## src/rtl/trig_pkg.sv

```systemverilog
// Shared constants for the trigger-input conditioner: FSM encoding, default
// widths and register-bank offsets.
package trig_pkg;
  localparam logic [1:0] ST_IDLE     = 2'd0;
  localparam logic [1:0] ST_QUAL     = 2'd1;
  localparam logic [1:0] ST_HOLDOFF  = 2'd2;
  localparam logic [1:0] ST_WAIT_LOW = 2'd3;

  localparam int FILT_W_DEF = 8;
  localparam int HOLD_W_DEF = 16;
  localparam int FB_W_DEF   = 8;
  localparam int CNT_W_DEF  = 32;

  localparam logic [7:0] REG_FILTLEN = 8'h00;
  localparam logic [7:0] REG_HOLDOFF = 8'h04;
  localparam logic [7:0] REG_FBLEN   = 8'h08;
  localparam logic [7:0] REG_CNTCLR  = 8'h0C;
  localparam logic [7:0] REG_TRIGCNT = 8'h10;
  localparam logic [7:0] REG_REJCNT  = 8'h14;
endpackage

```

## src/rtl/sync_2ff.sv

```systemverilog
// Generic two-flop synchroniser for asynchronous level inputs.
module sync_2ff #(
  parameter int W = 1
) (
  input  logic         clk,
  input  logic         rst,
  input  logic [W-1:0] d,
  output logic [W-1:0] q
);
  logic [W-1:0] meta;

  always_ff @(posedge clk or posedge rst) begin
    if (rst) begin
      meta <= '0;
      q    <= '0;
    end else begin
      meta <= d;
      q    <= meta;
    end
  end
endmodule

```

## src/rtl/trig_in_conditioner.sv

```systemverilog
// External trigger conditioner: sync, glitch filter, one-shot trigger, hold-off
// re-arm, stretched feedback pulse and saturating event counters.
module trig_in_conditioner
  import trig_pkg::*;
#(
  parameter int FILT_W = FILT_W_DEF,
  parameter int HOLD_W = HOLD_W_DEF,
  parameter int FB_W   = FB_W_DEF,
  parameter int CNT_W  = CNT_W_DEF
) (
  input  logic              io_clk,
  input  logic              io_rst,
  input  logic              io_pulseIn,
  input  logic              io_en,
  input  logic [FILT_W-1:0] io_filtLen,
  input  logic [HOLD_W-1:0] io_holdoff,
  input  logic [FB_W-1:0]   io_fbLen,
  input  logic              io_cntClr,
  output logic              io_trig,
  output logic              io_fbOut,
  output logic              io_busy,
  output logic [CNT_W-1:0]  io_trigCnt,
  output logic [CNT_W-1:0]  io_rejCnt
);
  logic              s, s_d, rise, fire, rej;
  logic [1:0]        state, state_nxt;
  logic [FILT_W-1:0] qcnt;
  logic [HOLD_W-1:0] hcnt;
  logic [FB_W-1:0]   fcnt;

  sync_2ff #(.W(1)) u_sync (
    .clk (io_clk),
    .rst (io_rst),
    .d   (io_pulseIn),
    .q   (s)
  );

  assign rise = s & ~s_d;
  // States are exclusive, so fire and rej never coincide.
  assign fire = io_en & s & (((state == ST_IDLE) & (io_filtLen == '0)) |
                             ((state == ST_QUAL) & (qcnt == io_filtLen)));
  assign rej  = io_en & (((state == ST_QUAL) & ~s) |
                         ((state == ST_HOLDOFF) & rise));

  always_comb begin
    state_nxt = state;
    if (!io_en) state_nxt = ST_IDLE;
    else begin
      case (state)
        ST_IDLE:    if (s) state_nxt = (io_filtLen == '0) ? ST_HOLDOFF : ST_QUAL;
        ST_QUAL:    if (!s) state_nxt = ST_IDLE;
                    else if (qcnt == io_filtLen) state_nxt = ST_HOLDOFF;
        ST_HOLDOFF: if (hcnt == '0) state_nxt = s ? ST_WAIT_LOW : ST_IDLE;
        default:    if (!s) state_nxt = ST_IDLE;
      endcase
    end
  end

  always_ff @(posedge io_clk or posedge io_rst) begin
    if (io_rst) begin
      s_d      <= 1'b0;
      state    <= ST_IDLE;
      io_busy  <= 1'b0;
      io_trig  <= 1'b0;
      io_fbOut <= 1'b0;
      qcnt     <= '0;
      hcnt     <= '0;
      fcnt     <= '0;
    end else begin
      s_d     <= s;
      state   <= state_nxt;
      io_busy <= (state_nxt != ST_IDLE);
      io_trig <= fire;
      if (!io_en) begin
        qcnt     <= '0;
        hcnt     <= '0;
        fcnt     <= '0;
        io_fbOut <= 1'b0;
      end else begin
        if (state == ST_IDLE) qcnt <= FILT_W'(1);
        else if (state == ST_QUAL) qcnt <= qcnt + FILT_W'(1);

        if (fire) hcnt <= io_holdoff;
        else if (state == ST_HOLDOFF && hcnt != '0) hcnt <= hcnt - HOLD_W'(1);

        // A fire during an active pulse reloads the stretch counter.
        if (fire && io_fbLen != '0) begin
          io_fbOut <= 1'b1;
          fcnt     <= io_fbLen - FB_W'(1);
        end else if (fcnt != '0) begin
          fcnt <= fcnt - FB_W'(1);
        end else begin
          io_fbOut <= 1'b0;
        end
      end
    end
  end

  // Clear wins over a same-cycle increment; counts stick at all-ones.
  always_ff @(posedge io_clk or posedge io_rst) begin
    if (io_rst) begin
      io_trigCnt <= '0;
      io_rejCnt  <= '0;
    end else if (io_cntClr) begin
      io_trigCnt <= '0;
      io_rejCnt  <= '0;
    end else begin
      if (fire && io_trigCnt != '1) io_trigCnt <= io_trigCnt + CNT_W'(1);
      if (rej && io_rejCnt != '1)   io_rejCnt  <= io_rejCnt + CNT_W'(1);
    end
  end
endmodule

```

## config.mk

```make
export PLATFORM = sky130hd
export DESIGN_NAME = trig_in_conditioner
export DESIGN_NICKNAME = d
export VERILOG_FILES = /design/src/rtl/trig_pkg.sv /design/src/rtl/sync_2ff.sv /design/src/rtl/trig_in_conditioner.sv
export SDC_FILE = /design/constraint.sdc
export NUM_CORES = 1
export LEC_CHECK = 0
export CORE_ASPECT_RATIO = 0.8
export CORE_MARGIN = 1
export CORE_UTILIZATION = 46
export CTS_CLUSTER_SIZE = 12
export DETAILED_ROUTE_END_ITERATION = 8
export PLACE_DENSITY = 0.72
export SYNTH_ARGS = -nofsm -noshare
export SYNTH_HDL_FRONTEND = slang
export SYNTH_SLANG_ARGS = --single-unit
```

## constraint.sdc

```tcl
create_clock -name io_clk -period 8.8 [get_ports io_clk]
set_clock_uncertainty 0.15 [all_clocks]
set_input_delay 2.64 -clock io_clk [delete_from_list [all_inputs] [get_ports io_clk]]
set_output_delay 2.64 -clock io_clk [all_outputs]
set_load 0.005 [all_outputs]
```

-- After elaboration in Yosys (flattened, before gate mapping)
Cells that the tools add are included.
- word-level logic and storage cells: 77
- output and inout bits: 67
- bits in registers: 104
- input port bits: 37
- equal/unequal tests: 9
- reduce and logical (&&, ||, !) cells: 13
- muxes and demuxes: 25
- add/subtract/negate cells: 6
- bitwise logic cells: 12
- operators by type and width (kind ; count):
    32-bit two-way mux ; 4
    32-bit by 1-bit adder with 32-bit output (second input constant) ; 2
    32-bit inequality test (second input constant) ; 2
    16-bit two-way mux ; 3
    8-bit two-way mux ; 6
    16-bit zero test ; 1
    2-bit two-way mux ; 8
    16-bit nonzero test ; 1
    8-bit nonzero test ; 2
    16-bit by 1-bit subtractor with 16-bit output (second input constant) ; 1
    8-bit by 1-bit subtractor with 8-bit output (second input constant) ; 2
    3-bit by 1-bit inequality test with 1-bit output (second input constant) ; 3
    8-bit by 1-bit adder with 8-bit output (second input constant) ; 1
    1-bit AND ; 8
    8-bit == test ; 1
    8-bit zero test ; 1
    2-bit one-hot mux with 3 select lines ; 1
    2-bit nonzero test ; 3
    1-bit logical AND ; 4
    1-bit two-way mux ; 3
    3-bit inequality test (second input constant) ; 1
    2-bit by 1-bit == test with 1-bit output (second input constant) ; 1
    2-bit == test (second input constant) ; 1
    2-bit zero test ; 1
    2 further kinds ; 4

-- Logic depth before layout (Yosys ltp)
- depth in word-level cells: 8
- gate-level depth with buffers: 12
- gate-level depth less buffers: 10

-- By module
From an unflattened synthesis, not the netlist that was laid out.
- cell total of the unflattened synthesis: 602
- area total of the unflattened synthesis: 5527.8 um^2
- modules (own cells, without submodules) (module ; area an instance (um^2) ; times used ; cells an instance):
    trig_in_conditioner ; 5474.0 ; 1 ; 599
    sync_2ff ; 53.8 ; 1 ; 3

-- Worst setup path before layout
No wires, ideal clock.
- kind: input-to-reg
- start: input port io_filtLen[4]
- end: register fcnt[6]
- path slack: 3.255 ns
- buffers on the path: 2
- data arrival time: 5.272 ns
- stages: 12
- library setup time: 0.123 ns
- cells stage by stage: or4_1 or4_4 o31ai_4 nand3b_1 buf_2 buf_1 mux2i_1 ha_1 inv_1 a221oi_1 a21o_1 a21oi_1
- cells in the longest elaborated chain, start to end: 7
- ends and longest elaborated chain (element ; RTL line ; source):
    start, declared ; trig_in_conditioner.sv:15 ; input logic [FILT_W-1:0] io_filtLen,
    8-bit == test or 8-bit zero test (tied branches) ; trig_in_conditioner.sv:41, trig_in_conditioner.sv:40 ;
    1-bit AND, on equally long branches ; trig_in_conditioner.sv:41, trig_in_conditioner.sv:40 ;
    1-bit bitwise OR (*) ; trig_in_conditioner.sv:40 ; assign fire = io_en & s & (((state == ST_IDLE) & (io_filtLen == '0)) |
    1-bit AND (*) ; trig_in_conditioner.sv:40 ;
    1-bit logical AND (*) ; trig_in_conditioner.sv:87 ; if (fire && io_fbLen != '0) begin
    8-bit two-way mux ; trig_in_conditioner.sv:87 ;
    8-bit two-way mux ; trig_in_conditioner.sv:74 ; if (!io_en) begin
    end signal, assigned ; trig_in_conditioner.sv:89 ; fcnt <= io_fbLen - FB_W'(1);
    end signal, assigned ; trig_in_conditioner.sv:91 ; fcnt <= fcnt - FB_W'(1);
    end, declared ; trig_in_conditioner.sv:29 ; logic [FB_W-1:0] fcnt;
Every way passes the cells marked *; elsewhere a longest branch is shown, timed or not.
A chain may end at the register's enable or synchronous reset.

-- Worst setup path after layout
Same ends and word-level chain as after synthesis.

==> results.json <==
{
  "period_needed_ns": 6.21,
  "place_congestion": 0.816,
  "clock_sinks": 104,
  "cts-root-buf": "clkbuf_16",
  "maxCapViolations": 0,
  "drc": 0,
  "post-route-period-util_pct": 70.5,
  "hp-class": "reg2reg",
  "cp_slowest_cell": "nand3b_1",
  "crit_required_ns": 8.92,
  "postCtsResizedCells": 0,
  "maxClockFrequency_mhz": 161,
  "grt_pass1_wl_um": 22800,
  "route.vias.total": 4793,
  "die_x_um": 125,
  "syn_avg_cell_area_um2": 9.19,
  "synth-seq-area-share_pct": 47.1,
  "viasPerCell": 5.64,
  "yosysTopAreaCell": "dfrtp_1",
  "synth_top_area_share_pct": 47.1,
  "wl_um": 13300,
  "synth_nets": 643,
  "nNetsFinal": 739,
  "ant_nets": 0,
  "num_antenna_cells": 0,
  "whs_ns": 0.216,
  "crit_buf_inv": 2,
  "netlist_area_um2": 5520,
  "status": "completed",
  "worstPathArrival_ns": 6.32,
  "antenna_found_initial": 0,
  "tightest_slew_ns": 1.15,
  "grt_pass1_vias": 4574,
  "cts_tree": "done",
  "tns_ns": 0,
  "setup_viol": 0,
  "grt_util_all_layers_pct": 22.6,
  "coreArea_um2": 11600,
  "die-area_um2": 12500,
  "crit_chain": "clkdlybuf4s50_1 > or4_1 > or4_4 > o31ai_4 > nand3b_1 > mux2i_1 > ha_1 > inv_1 > a221oi_1 > nand3_1 > a21oi_1",
  "p_leak_nw": 2.74,
  "syn_inst": 601,
  "ir_drop_mv": 0.0951,
  "final_common_cell": "dfrtp_1",
  "start_util_pct": 47.6,
  "ys_types": 52,
  "rows": 35,
  "fin_util_pct": 60.1,
  "slew_headroom_pct": 21.2,
  "path_class": "in2reg",
  "grt-ovfl-total": 0,
  "die_h_um": 100,
  "rsz0062_at_grt": "false",
  "wire_per_inst_um": 15.6,
  "drtPass1Iterations": 4,
  "grt_start_max_net_pins": 66,
  "post_cts_buffers": 0,
  "max_stage_delay_ns": 0.61,
  "startpoint_type": "input port",
  "hold_violations": 0,
  "clkTransAtPathRegs_ns": 0.07,
  "dpl.hpwl_um": 9130,
  "drt_iter0_drc": 335,
  "pin_count": 104,
  "worst-path-max-fanout": 17,
  "synthFlopType": "dfrtp_1",
  "port_buffers": 103,
  "drv_slew": 0,
  "synth_seq_cells": 104,
  "synthArstFlopShare_pct": 100,
  "synth_edf_count": 0,
  "h-tree-depth": 3,
  "crit_family": "simple AND/OR/NAND/NOR gates",
  "clock_latency_ns": 0.35,
  "drive_gt1_share_pct": 3.56,
  "clk_path_buf_depth": 2,
  "powerDensity_nw_per_um2": 146,
  "hold_buffers": 0,
  "cp-end-kind": "flip-flop",
  "cts_made_buffers": 9,
  "syn2layout_area_growth_pct": 26.2,
  "mostFrequentLayoutCells": "dfrtp_1 (104), clkdlybuf4s50_1 (102), nor2_1 (88), xnor2_1 (54), nand2_1 (37)",
  "synth_warnings": 0,
  "synth.area.top_cells": "dfrtp_1 (47%), xnor2_1 (8.6%), nor2_1 (6.0%), xor2_1 (3.2%), nand3_1 (2.9%)"
}
-- flip-flops by register name, summed over array words and instances, names as in the netlist --
register,flops
state,2
hcnt,16
io_trig,1
io_trigCnt,32
io_fbOut,1
fcnt,8
io_busy,1
io_rejCnt,32
s_d,1
u_sync.q,1
qcnt,8
u_sync.meta,1
-- power by group --
part	internal (mW)	total, mW	switching (mW)
Combinational	0.0508	0.110	0.0597
Clock	0.236	0.406	0.171
Sequential	0.490	0.500	0.00984
-- cell type report --
type | count | area (um^2)
Fill cell | 1002 | 4630
Multi-Input combinational cell | 459 | 2780
Sequential cell | 104 | 2600
Timing Repair Buffer | 104 | 1030
Clock buffer | 13 | 260
Tap cell | 148 | 185
Inverter | 19 | 73.8
Clock inverter | 3 | 40.0
-- worst reg2reg max path, stage by stage, from the launching register on --
cell and delay, ns:
dfrtp_1 0.50, nor2b_1 0.38, nand2_1 0.17, o31ai_4 0.48
nand3b_1 0.61, mux2i_1 0.40, ha_1 0.21, inv_1 0.05
a221oi_1 0.47, nand3_1 0.14, a21oi_1 0.16
-- worst paths after layout --
kind                                        from                        end  slack [ns]  cells past startpoint
max in group asynchronous                 io_rst        qcnt[5]$_DFFE_PP0P_        4.73                      3
hold / removal             u_sync.meta$_DFF_PP0_         u_sync.q$_DFF_PP0_        0.22                      0
setup reg to reg              state[1]$_DFF_PP0_        fcnt[6]$_DFFE_PP0P_        5.01                     10
hold reg to reg            u_sync.meta$_DFF_PP0_         u_sync.q$_DFF_PP0_        0.22                      0
setup / recovery                   io_filtLen[4]        fcnt[6]$_DFFE_PP0P_        2.59                     11
min in group asynchronous                 io_rst  io_rejCnt[18]$_DFFE_PP0P_        2.53                      2
-- synthesized netlist by cell type, types with 3 or more instances --
cell,instances
mux2i_1,7
o2bb2ai_1,3
o211ai_1,4
o21ai_0,31
and4_1,6
a21oi_1,30
a21o_1,3
ha_1,5
and3_1,7
or4_1,4
nor2_1,88
clkbuf_1,15
nor2b_1,3
xor2_1,20
nand2_1,37
and2_1,4
nand4_1,19
a211oi_1,10
nand3_1,32
dfrtp_1,104
or2_2,3
inv_1,18
nor3_1,31
or3_1,20
nor4_1,9
xnor2_1,54
-- cell families (layout without fill, tap and decap cells) --
kind of cell	after synthesis	in the layout	synth area share, %
flip-flops	104	104	47.1
multiplexers	8	8	1.47
buffers and inverters	38	139	2.63
XOR/XNOR	74	74	11.7
AND/OR/NAND/NOR	275	275	25.0
AO/OA/AOI/OAI	97	97	10.9
adder cells (fa/ha/maj)	5	5	1.13
-- per-stage QoR --
stage	area [um^2]	setup slack, ns	std cells	total power, mW
final	6970	2.59	850	1.02
after global routing	6970	2.32	850	1.06
after CTS	6970	2.60	850	1.03
after global placement	6670	2.40	834	0.616
after floorplan	5520	3.25	601	0.582
after detailed placement	6670	2.25	834	0.620
-- routing by layer --
metal  global-route usage [%]  wire, um
met5                        0         0
met4                     5.19       119
met3                     6.08       722
met2                     34.7      5970
met1                     32.0      6450
Note: power is estimated with default switching activity, not from simulation.
